--- src/rtl/square_pkg.sv ---
// Shared types and constants for the on-screen square frame sequencer.
package square_pkg;

  typedef enum logic [2:0] {
    IDLE   = 3'd0,
    ARB    = 3'd1,
    MOVE   = 3'd2,
    SCORE  = 3'd3,
    COMMIT = 3'd4
  } state_e;

  typedef enum logic [2:0] {
    NONE  = 3'd0,
    LEFT  = 3'd1,
    RIGHT = 3'd2,
    UP    = 3'd3,
    DOWN  = 3'd4
  } dir_e;

  localparam logic [7:0] SC_BREAK = 8'hF0;
  localparam logic [7:0] SC_LEFT  = 8'h1C;
  localparam logic [7:0] SC_RIGHT = 8'h23;
  localparam logic [7:0] SC_UP    = 8'h1D;
  localparam logic [7:0] SC_DOWN  = 8'h1B;

  // Bit positions shared by sw and the held-key vector: {left,right,up,down}
  localparam int KEY_LEFT  = 3;
  localparam int KEY_RIGHT = 2;
  localparam int KEY_UP    = 1;
  localparam int KEY_DOWN  = 0;

  function automatic dir_e pick_dir(input logic [3:0] req);
    dir_e d;
    d = NONE;
    if (req[KEY_LEFT])       d = LEFT;
    else if (req[KEY_RIGHT]) d = RIGHT;
    else if (req[KEY_UP])    d = UP;
    else if (req[KEY_DOWN])  d = DOWN;
    return d;
  endfunction

endpackage

--- src/rtl/ps2_key_tracker.sv ---
// Tracks which movement keys are held, from a PS/2 make/break scan-code stream.
module ps2_key_tracker
  import square_pkg::*;
(
  input  logic       clk,
  input  logic       reset,
  input  logic       key_valid,
  input  logic [7:0] key_code,
  output logic [3:0] held
);

  logic       brk_q, brk_d;
  logic [3:0] held_q, held_d;

  always_comb begin
    brk_d  = brk_q;
    held_d = held_q;
    if (key_valid) begin
      if (key_code == SC_BREAK) begin
        brk_d = 1'b1;
      end else begin
        // Any non-break byte ends a pending break, even an unrecognised one.
        brk_d = 1'b0;
        case (key_code)
          SC_LEFT:  held_d[KEY_LEFT]  = ~brk_q;
          SC_RIGHT: held_d[KEY_RIGHT] = ~brk_q;
          SC_UP:    held_d[KEY_UP]    = ~brk_q;
          SC_DOWN:  held_d[KEY_DOWN]  = ~brk_q;
          default:  held_d = held_q;
        endcase
      end
    end
  end

  always_ff @(posedge clk or negedge reset) begin
    if (!reset) begin
      brk_q  <= 1'b0;
      held_q <= 4'b0000;
    end else begin
      brk_q  <= brk_d;
      held_q <= held_d;
    end
  end

  assign held = held_q;

endmodule

--- src/rtl/square_frame_ctrl.sv ---
// Per-frame motion/score sequencer: one arbitrated step per frame tick,
// bounding box published atomically on COMMIT.
//
// state  | meaning
// IDLE   | waiting for a frame tick (or a pending one)
// ARB    | pick direction: switches first, then held keys
// MOVE   | apply step with clamp to visible area
// SCORE  | update goal scores from post-move x
// COMMIT | load all four bounds, pulse update_done next cycle
module square_frame_ctrl
  import square_pkg::*;
#(
  parameter int SCREEN_W   = 640,
  parameter int SCREEN_H   = 480,
  parameter int SQ_SIZE    = 50,
  parameter int STEP       = 1,
  parameter int INIT_X     = 270,
  parameter int INIT_Y     = 240,
  parameter int LEFT_GOAL  = 160,
  parameter int RIGHT_GOAL = 430,
  parameter int SCORE_W    = 32
)(
  input  logic               clk,
  input  logic               reset,
  input  logic               frame_tick,
  input  logic [3:0]         sw,
  input  logic               key_valid,
  input  logic [7:0]         key_code,
  output logic [9:0]         sq_left,
  output logic [9:0]         sq_right,
  output logic [8:0]         sq_top,
  output logic [8:0]         sq_bottom,
  output logic [SCORE_W-1:0] left_score,
  output logic [SCORE_W-1:0] right_score,
  output logic               busy,
  output logic               update_done
);

  localparam logic [10:0]        X_MAX   = 11'(SCREEN_W - SQ_SIZE);
  localparam logic [9:0]         Y_MAX   = 10'(SCREEN_H - SQ_SIZE);
  localparam logic [SCORE_W-1:0] SCORE_MAX = {SCORE_W{1'b1}};

  state_e state_q, state_d;
  dir_e   dir_q, dir_d;

  logic                tick_q;
  logic                tick_rise;
  logic                pending_q, pending_d;
  logic [9:0]          x_q, x_d;
  logic [8:0]          y_q, y_d;
  logic [SCORE_W-1:0]  lscore_q, lscore_d;
  logic [SCORE_W-1:0]  rscore_q, rscore_d;
  logic [9:0]          left_q, left_d, right_q, right_d;
  logic [8:0]          top_q, top_d, bottom_q, bottom_d;
  logic                done_q, done_d;

  logic [3:0]          held;
  logic [3:0]          req;
  logic [10:0]         x_inc;
  logic [9:0]          y_inc;

  ps2_key_tracker u_keys (
    .clk       (clk),
    .reset     (reset),
    .key_valid (key_valid),
    .key_code  (key_code),
    .held      (held)
  );

  assign tick_rise = frame_tick & ~tick_q;
  assign req       = (sw != 4'b0000) ? sw : held;
  assign x_inc     = {1'b0, x_q} + 11'(STEP);
  assign y_inc     = {1'b0, y_q} + 10'(STEP);

  always_comb begin
    state_d   = state_q;
    dir_d     = dir_q;
    pending_d = pending_q;
    x_d       = x_q;
    y_d       = y_q;
    lscore_d  = lscore_q;
    rscore_d  = rscore_q;
    left_d    = left_q;
    right_d   = right_q;
    top_d     = top_q;
    bottom_d  = bottom_q;
    done_d    = 1'b0;

    // Only one frame may queue behind the running update; extra rises are lost.
    if (tick_rise && (state_q != IDLE)) pending_d = 1'b1;

    case (state_q)
      IDLE: begin
        if (pending_q || tick_rise) begin
          state_d   = ARB;
          pending_d = 1'b0;
        end
      end
      ARB: begin
        dir_d   = pick_dir(req);
        state_d = MOVE;
      end
      MOVE: begin
        case (dir_q)
          LEFT:    x_d = (x_q < 10'(STEP)) ? 10'd0 : x_q - 10'(STEP);
          RIGHT:   x_d = (x_inc > X_MAX) ? X_MAX[9:0] : x_inc[9:0];
          UP:      y_d = (y_q < 9'(STEP)) ? 9'd0 : y_q - 9'(STEP);
          DOWN:    y_d = (y_inc > Y_MAX) ? Y_MAX[8:0] : y_inc[8:0];
          default: begin
            x_d = x_q;
            y_d = y_q;
          end
        endcase
        state_d = SCORE;
      end
      SCORE: begin
        if ((x_q < 10'(LEFT_GOAL)) && (rscore_q != SCORE_MAX))
          rscore_d = rscore_q + SCORE_W'(1);
        if ((x_q > 10'(RIGHT_GOAL)) && (lscore_q != SCORE_MAX))
          lscore_d = lscore_q + SCORE_W'(1);
        state_d = COMMIT;
      end
      COMMIT: begin
        left_d   = x_q;
        right_d  = x_q + 10'(SQ_SIZE);
        top_d    = y_q;
        bottom_d = y_q + 9'(SQ_SIZE);
        done_d   = 1'b1;
        state_d  = IDLE;
      end
      default: state_d = IDLE;
    endcase
  end

  always_ff @(posedge clk or negedge reset) begin
    if (!reset) begin
      state_q   <= IDLE;
      dir_q     <= NONE;
      tick_q    <= 1'b0;
      pending_q <= 1'b0;
      x_q       <= 10'(INIT_X);
      y_q       <= 9'(INIT_Y);
      lscore_q  <= '0;
      rscore_q  <= '0;
      left_q    <= 10'(INIT_X);
      right_q   <= 10'(INIT_X + SQ_SIZE);
      top_q     <= 9'(INIT_Y);
      bottom_q  <= 9'(INIT_Y + SQ_SIZE);
      done_q    <= 1'b0;
    end else begin
      state_q   <= state_d;
      dir_q     <= dir_d;
      tick_q    <= frame_tick;
      pending_q <= pending_d;
      x_q       <= x_d;
      y_q       <= y_d;
      lscore_q  <= lscore_d;
      rscore_q  <= rscore_d;
      left_q    <= left_d;
      right_q   <= right_d;
      top_q     <= top_d;
      bottom_q  <= bottom_d;
      done_q    <= done_d;
    end
  end

  assign sq_left     = left_q;
  assign sq_right    = right_q;
  assign sq_top      = top_q;
  assign sq_bottom   = bottom_q;
  assign left_score  = lscore_q;
  assign right_score = rscore_q;
  assign busy        = (state_q != IDLE);
  assign update_done = done_q;

endmodule
--- config.mk ---
export PLATFORM = sky130hd
export DESIGN_NAME = square_frame_ctrl
export DESIGN_NICKNAME = d
export VERILOG_FILES = /design/src/rtl/square_pkg.sv /design/src/rtl/ps2_key_tracker.sv /design/src/rtl/square_frame_ctrl.sv
export SDC_FILE = /design/constraint.sdc
export NUM_CORES = 1
export LEC_CHECK = 0
export BUFFER_PORTS_ARGS = -buffer_cell sky130_fd_sc_hd__buf_2
export CORE_MARGIN = 3
export CORE_UTILIZATION = 55
export DETAILED_ROUTE_END_ITERATION = 10
export HOLD_SLACK_MARGIN = 0.05
export PLACE_DENSITY = 0.78
export SLEW_MARGIN = 0
export SYNTH_ARGS = -nofsm -noshare
export SYNTH_HDL_FRONTEND = slang
export SYNTH_SLANG_ARGS = --single-unit
export TNS_END_PERCENT = 20
--- constraint.sdc ---
create_clock -name clk -period 2.9 [get_ports clk]
set_input_delay 0.58 -clock clk [delete_from_list [all_inputs] [get_ports clk]]
set_output_delay 0.58 -clock clk [all_outputs]
set_load 0.01 [all_outputs]
== After elaboration in Yosys (flattened, before gate mapping) ==
Cells that the tools add are included.

* Output and inout bits: 104
* Register bits: 135
* Word-level logic and storage cells: 87
* Input bits: 16

* Bitwise operators: 4
* $add $sub $neg: 8
* Reductions and logical operators: 17
* Equality and inequality tests: 16
* Mux-type cells: 18
* Order comparisons: 6

{| class="wikitable"
|+ Operators with widths
! cell !! count
|-
| $add A32 B1 Y32 const B || 2
|-
| $ne A32 B32 Y1 const B || 2
|-
| $eq A8 B5 Y1 const B || 3
|-
| $gt A10 B9 Y1 const B || 2
|-
| $mux W10 || 2
|-
| $pmux W10 S2 || 1
|-
| $mux W9 || 2
|-
| $pmux W9 S2 || 1
|-
| $mux W3 || 5
|-
| $eq A3 B2 Y1 const B || 4
|-
| $pmux W3 S4 || 1
|-
| $reduce_and A3 Y1 || 4
|-
| $add A10 B1 Y11 const B || 1
|-
| $gt A11 B10 Y1 const B || 1
|-
| $add A10 B6 Y10 const B || 1
|-
| $add A9 B1 Y10 const B || 1
|-
| $lt A10 B1 Y1 const B || 1
|-
| $lt A10 B8 Y1 const B || 1
|-
| $sub A10 B1 Y10 const B || 1
|-
| $add A9 B6 Y9 const B || 1
|-
| $lt A9 B1 Y1 const B || 1
|-
| $sub A9 B1 Y9 const B || 1
|-
| $eq A8 B6 Y1 const B || 1
|-
| $eq A8 B8 Y1 const B || 1
|-
| other kinds (14) || 28
|}

== Longest topological paths before layout ==
* Depth after elaboration: 6
* Depth in mapped cells: 9
* Mapped depth without buffers: 8

== Cells and area by module ==
From an unflattened synthesis, not the netlist that was laid out.

* Cell total of the unflattened synthesis: 761
* Area total of the unflattened synthesis: 7166.9 µm²

{| class="wikitable"
|+ By module, submodules not included
! module !! cells an instance !! area each (µm²) !! instances
|-
| square_frame_ctrl || 738 || 6879.1 || 1
|-
| ps2_key_tracker || 23 || 287.8 || 1
|}

== Worst setup path after synthesis ==
OpenSTA, ideal clock, no wires.

* Path type: reg-to-reg
* Start: register x_q[1]
* End: register x_q[0]
* Arrival time: 1.970 ns
* Setup slack: 0.809 ns
* Data required time: 2.779 ns
* Stages on the path, launching flop included: 8
* Cells stage by stage: dfstp_2 ha_1 nand2_1 nor3_1 mux2i_1 or2_2 a21o_1 a22o_1

* Word-level cells in the longest chain between the ends: 4
* Elaborated cells between the ends (all ways): 6

{| class="wikitable"
|+ RTL lines
! element !! RTL line !! text
|-
| start, declared || square_frame_ctrl.sv:49 || <nowiki>logic [9:0] x_q, x_d;</nowiki>
|-
| start signal, assigned || square_frame_ctrl.sv:141 || <nowiki>x_q <= 10'(INIT_X);</nowiki>
|-
| $add A10 B1 Y11 || square_frame_ctrl.sv:72 || <nowiki>assign x_inc = {1'b0, x_q} + 11'(STEP);</nowiki>
|-
| $gt A11 B10 Y1 || square_frame_ctrl.sv:106 || <nowiki>RIGHT: x_d = (x_inc > X_MAX) ? X_MAX[9:0] : x_inc[9:0];</nowiki>
|-
| $mux W10 || square_frame_ctrl.sv:106 ||
|-
| $pmux W10 S2 * || square_frame_ctrl.sv:104 || <nowiki>case (dir_q)</nowiki>
|}

Every way passes the cells marked *; elsewhere a longest branch is shown, timed or not.
A chain may end at the register's enable or synchronous reset.

== Worst setup path in the final report ==
* Start: register x_q[3]
* End: register lscore_q[22] (netlist: left_score[22])

* Word-level cells in the longest chain between the ends: 3

{| class="wikitable"
|+ RTL lines
! element !! RTL line !! text
|-
| $gt A10 B9 Y1 || square_frame_ctrl.sv:119 || <nowiki>if ((x_q > 10'(RIGHT_GOAL)) && (lscore_q != SCORE_MAX))</nowiki>
|-
| $logic_and A1 B1 Y1 || square_frame_ctrl.sv:119 ||
|-
| $reduce_and A2 Y1 (no source line) || n/a ||
|-
| end signal, assigned || square_frame_ctrl.sv:157 || <nowiki>lscore_q <= lscore_d;</nowiki>
|-
| end, declared || square_frame_ctrl.sv:51 || <nowiki>logic [SCORE_W-1:0] lscore_q, lscore_d;</nowiki>
|}

No other way between the ends.

==> impl_metrics.py <==
metrics = {
    "run_status": {
        "outcome": "completed",
    },
    "power": {
        "leakage_nw": 3.947,
        "ir_drop_mv": 0.4366,
        "p_per_area_nw_per_um2": 876.1,
    },
    "route": {
        "vias_per_cell": 5.932,
        "drc": 0,
        "postRouteWirelength_mm": 17.85,
        "first_iter_violations": 888,
        "vias": 6258,
        "wl_per_cell_um": 16.92,
        "ant_nets": 0,
        "drtPass1Iterations": 5,
    },
    "die": {
        "dieArea_sq_um": 14660,
        "ios": 120,
        "die_y_um": 121.1,
        "die-width_um": 121.1,
        "initial_core_util_pct": 57.01,
        "core_area_sq_um": 12770,
        "fp-row-count": 41,
    },
    "finish": {
        "num-nets-final": 900,
        "design_area_sq_um": 8503,
        "final_util_pct": 66.57,
        "final_common_cell": "nand2_1",
        "antennaDiodeCount": 0,
        "layout-drive-gt1-share_pct": 22.42,
        "area_delta_synth_final_pct": 16.77,
        "final_cell_mix": "nand2_1, buf_2, dfrtp_1",
    },
    "global_route": {
        "gr-total-overflow": 0,
        "grtUsageTotal_pct": 24.93,
        "grt_pass1_vias": 6013,
        "antenna_found_initial": 0,
        "grt_pass1_wl_mm": 29.58,
        "grt_max_degree": 67,
    },
    "critical_path": {
        "critPathMaxFanout": 12,
        "cp-end-kind": "flip-flop",
        "r2r_slack_ns": 0.38,
        "cp_cell_sequence": "and3_1 -> a2111oi_0 -> nor3b_1 -> and4_1 -> nand3_1 -> xnor2_1",
        "crit_family": "simple AND/OR/NAND/NOR gates",
        "worstPathRequired_ns": 3.24,
        "slowest_delay_ns": 0.68,
        "critPathKind": "reg -> reg",
        "crit_path_top_delay_cell": "dfstp_2",
        "r2r_end": "left_score[22]",
        "critPathArrivalTime_ns": 2.85,
        "r2r-start": "x_q[3]",
        "reg2reg_depth": 6,
        "worst-path-buf-inv": 0,
        "setup.worst_path.start_class": "flip-flop",
    },
    "placement": {
        "port_buffers": 119,
        "place_area_sq_um": 7928,
        "gp_congestion": 0.8884,
        "dpl.hpwl_mm": 12.21,
    },
    "synthesis": {
        "ys_ff_latch": 133,
        "yosys_warnings": 0,
        "syn_area_sq_um": 7282,
        "synth.distinct_cells": 74,
        "ys_seq_area_share_pct": 46.07,
        "synth_enable_flop_cells": 0,
        "ys.flop_type": "dfrtp_1",
        "async_reset_ff_share_pct": 100.0,
        "postSynthCellCount": 772,
        "avgSynthCellArea_sq_um": 9.433,
        "syn_nets": 802,
    },
    "clock_network": {
        "clock_path_buffers": 2,
        "cts_tree": "done",
        "cts.hold.buffers_added": 0,
        "cts_resized": 0,
        "clock-root-buffer": "clkbuf_16",
        "cts_sinks": 133,
        "htree_num_levels": 4,
        "postCtsSetupRepairBufs": 0,
        "numCtsBuffers": 17,
        "clk_pin_slew_ns": 0.06,
        "clock_latency_ns": 0.43,
    },
    "timing": {
        "rsz0062_at_grt": "false",
        "drv_slew": 0,
        "fin_setup_tns_ns": 0,
        "slew_headroom_pct": 54.34,
        "hold_violations": 0,
        "tightest_slew_ns": 0.6849,
        "clock.fmax_mhz": 397.5,
        "period_needed_ns": 2.516,
        "skew_ns": 0.005955,
        "whs_ns": 0.1871,
        "setup_violations": 0,
        "finalCritPeriodShare_pct": 86.75,
    },
    "worst_hold_path": {
        "hold_class": "in -> async",
    },
    "flow_run": {
        "maxCapViolations": 0,
    },
}
[per-layer routing]
metal	global-route usage, %	wire length [um]	vias to the layer above
met4	9.773	420	0
met5	0	0	-
met2	41.02	8833	227
met1	32.63	7581	3054
li1	-	-	2936
met3	4.802	1018	41
[worst max-delay path by stage]
stage	start	endpoint	slack [ns]	cells past startpoint
2_1_floorplan	x_q[1]	x_q[0]	0.81	7
3_3_place_gp	x_q[0]	x_q[7]	0.52	8
3_5_place_dp	x_q[3]	left_score[22]	0.45	6
4_1_cts	x_q[3]	left_score[22]	0.41	6
5_1_grt	x_q[3]	left_score[22]	0.17	6
6_report	x_q[3]	left_score[22]	0.38	6
[synth_stat cells (all sizes together) (19+ instances only)]
cell type	number	area, sq um
nand3	38	200.2
o21ai	47	235.2
clkbuf	22	83.83
dfrtp	112	2803
nand2	119	446.7
nor2	44	165.2
inv	19	71.32
dfstp	21	551.8
a21oi	22	113.9
nand4	30	187.7
buf	23	133.9
xnor2	67	586.8
and3	19	118.9
[flip-flops by register name, indices dropped and copies added, names as in the netlist, 4 cells and up]
name         cells
u_keys.held      4
sq_top           9
right_score     32
sq_left         10
x_q             10
left_score      32
y_q              9
sq_bottom        8
sq_right         9
[where the power goes]
| group | switching, W | total [W] | internal (W) |
|---|---|---|---|
| clock network | 0.000828 | 0.00211 | 0.00128 |
| logic | 0.00145 | 0.00240 | 0.000953 |
| registers | 0.000606 | 0.00293 | 0.00233 |
| total | 0.00288 | 0.00745 | 0.00457 |
[cell families after synthesis]
group,after synthesis,share of synthesized area [%]
adders and majority gates,14,2.406
muxes,7,1.048
xor gates and xnor gates,84,10.10
DFF,133,46.07
buffers and inverters,64,3.969
and+or+nand+nor,322,22.66
AOI/OAI and AO/OA,148,13.75
[through the flow]
| step | power [W] | instances | setup WS (ns) |
|---|---|---|---|
| floorplan | 0.004545 | 772 | 0.8094 |
| global placement | 0.005233 | 1023 | 0.5207 |
| detailed placement | 0.005313 | 1023 | 0.4467 |
| CTS | 0.007444 | 1055 | 0.4146 |
| global route | 0.007886 | 1055 | 0.1684 |
| finish | 0.007449 | 1055 | 0.3842 |
[final cells by class]
class | instances | area [sq um]
sequential | 133 | 3354
multi-input combinational | 575 | 3638
tap | 172 | 215.2
fill | 995 | 4270
clock inverter | 12 | 128.9
timing repair buffer | 124 | 648.1
clock buffer | 20 | 446.7
inverter | 19 | 71.32
Note: power is estimated with default switching activity, not from simulation.
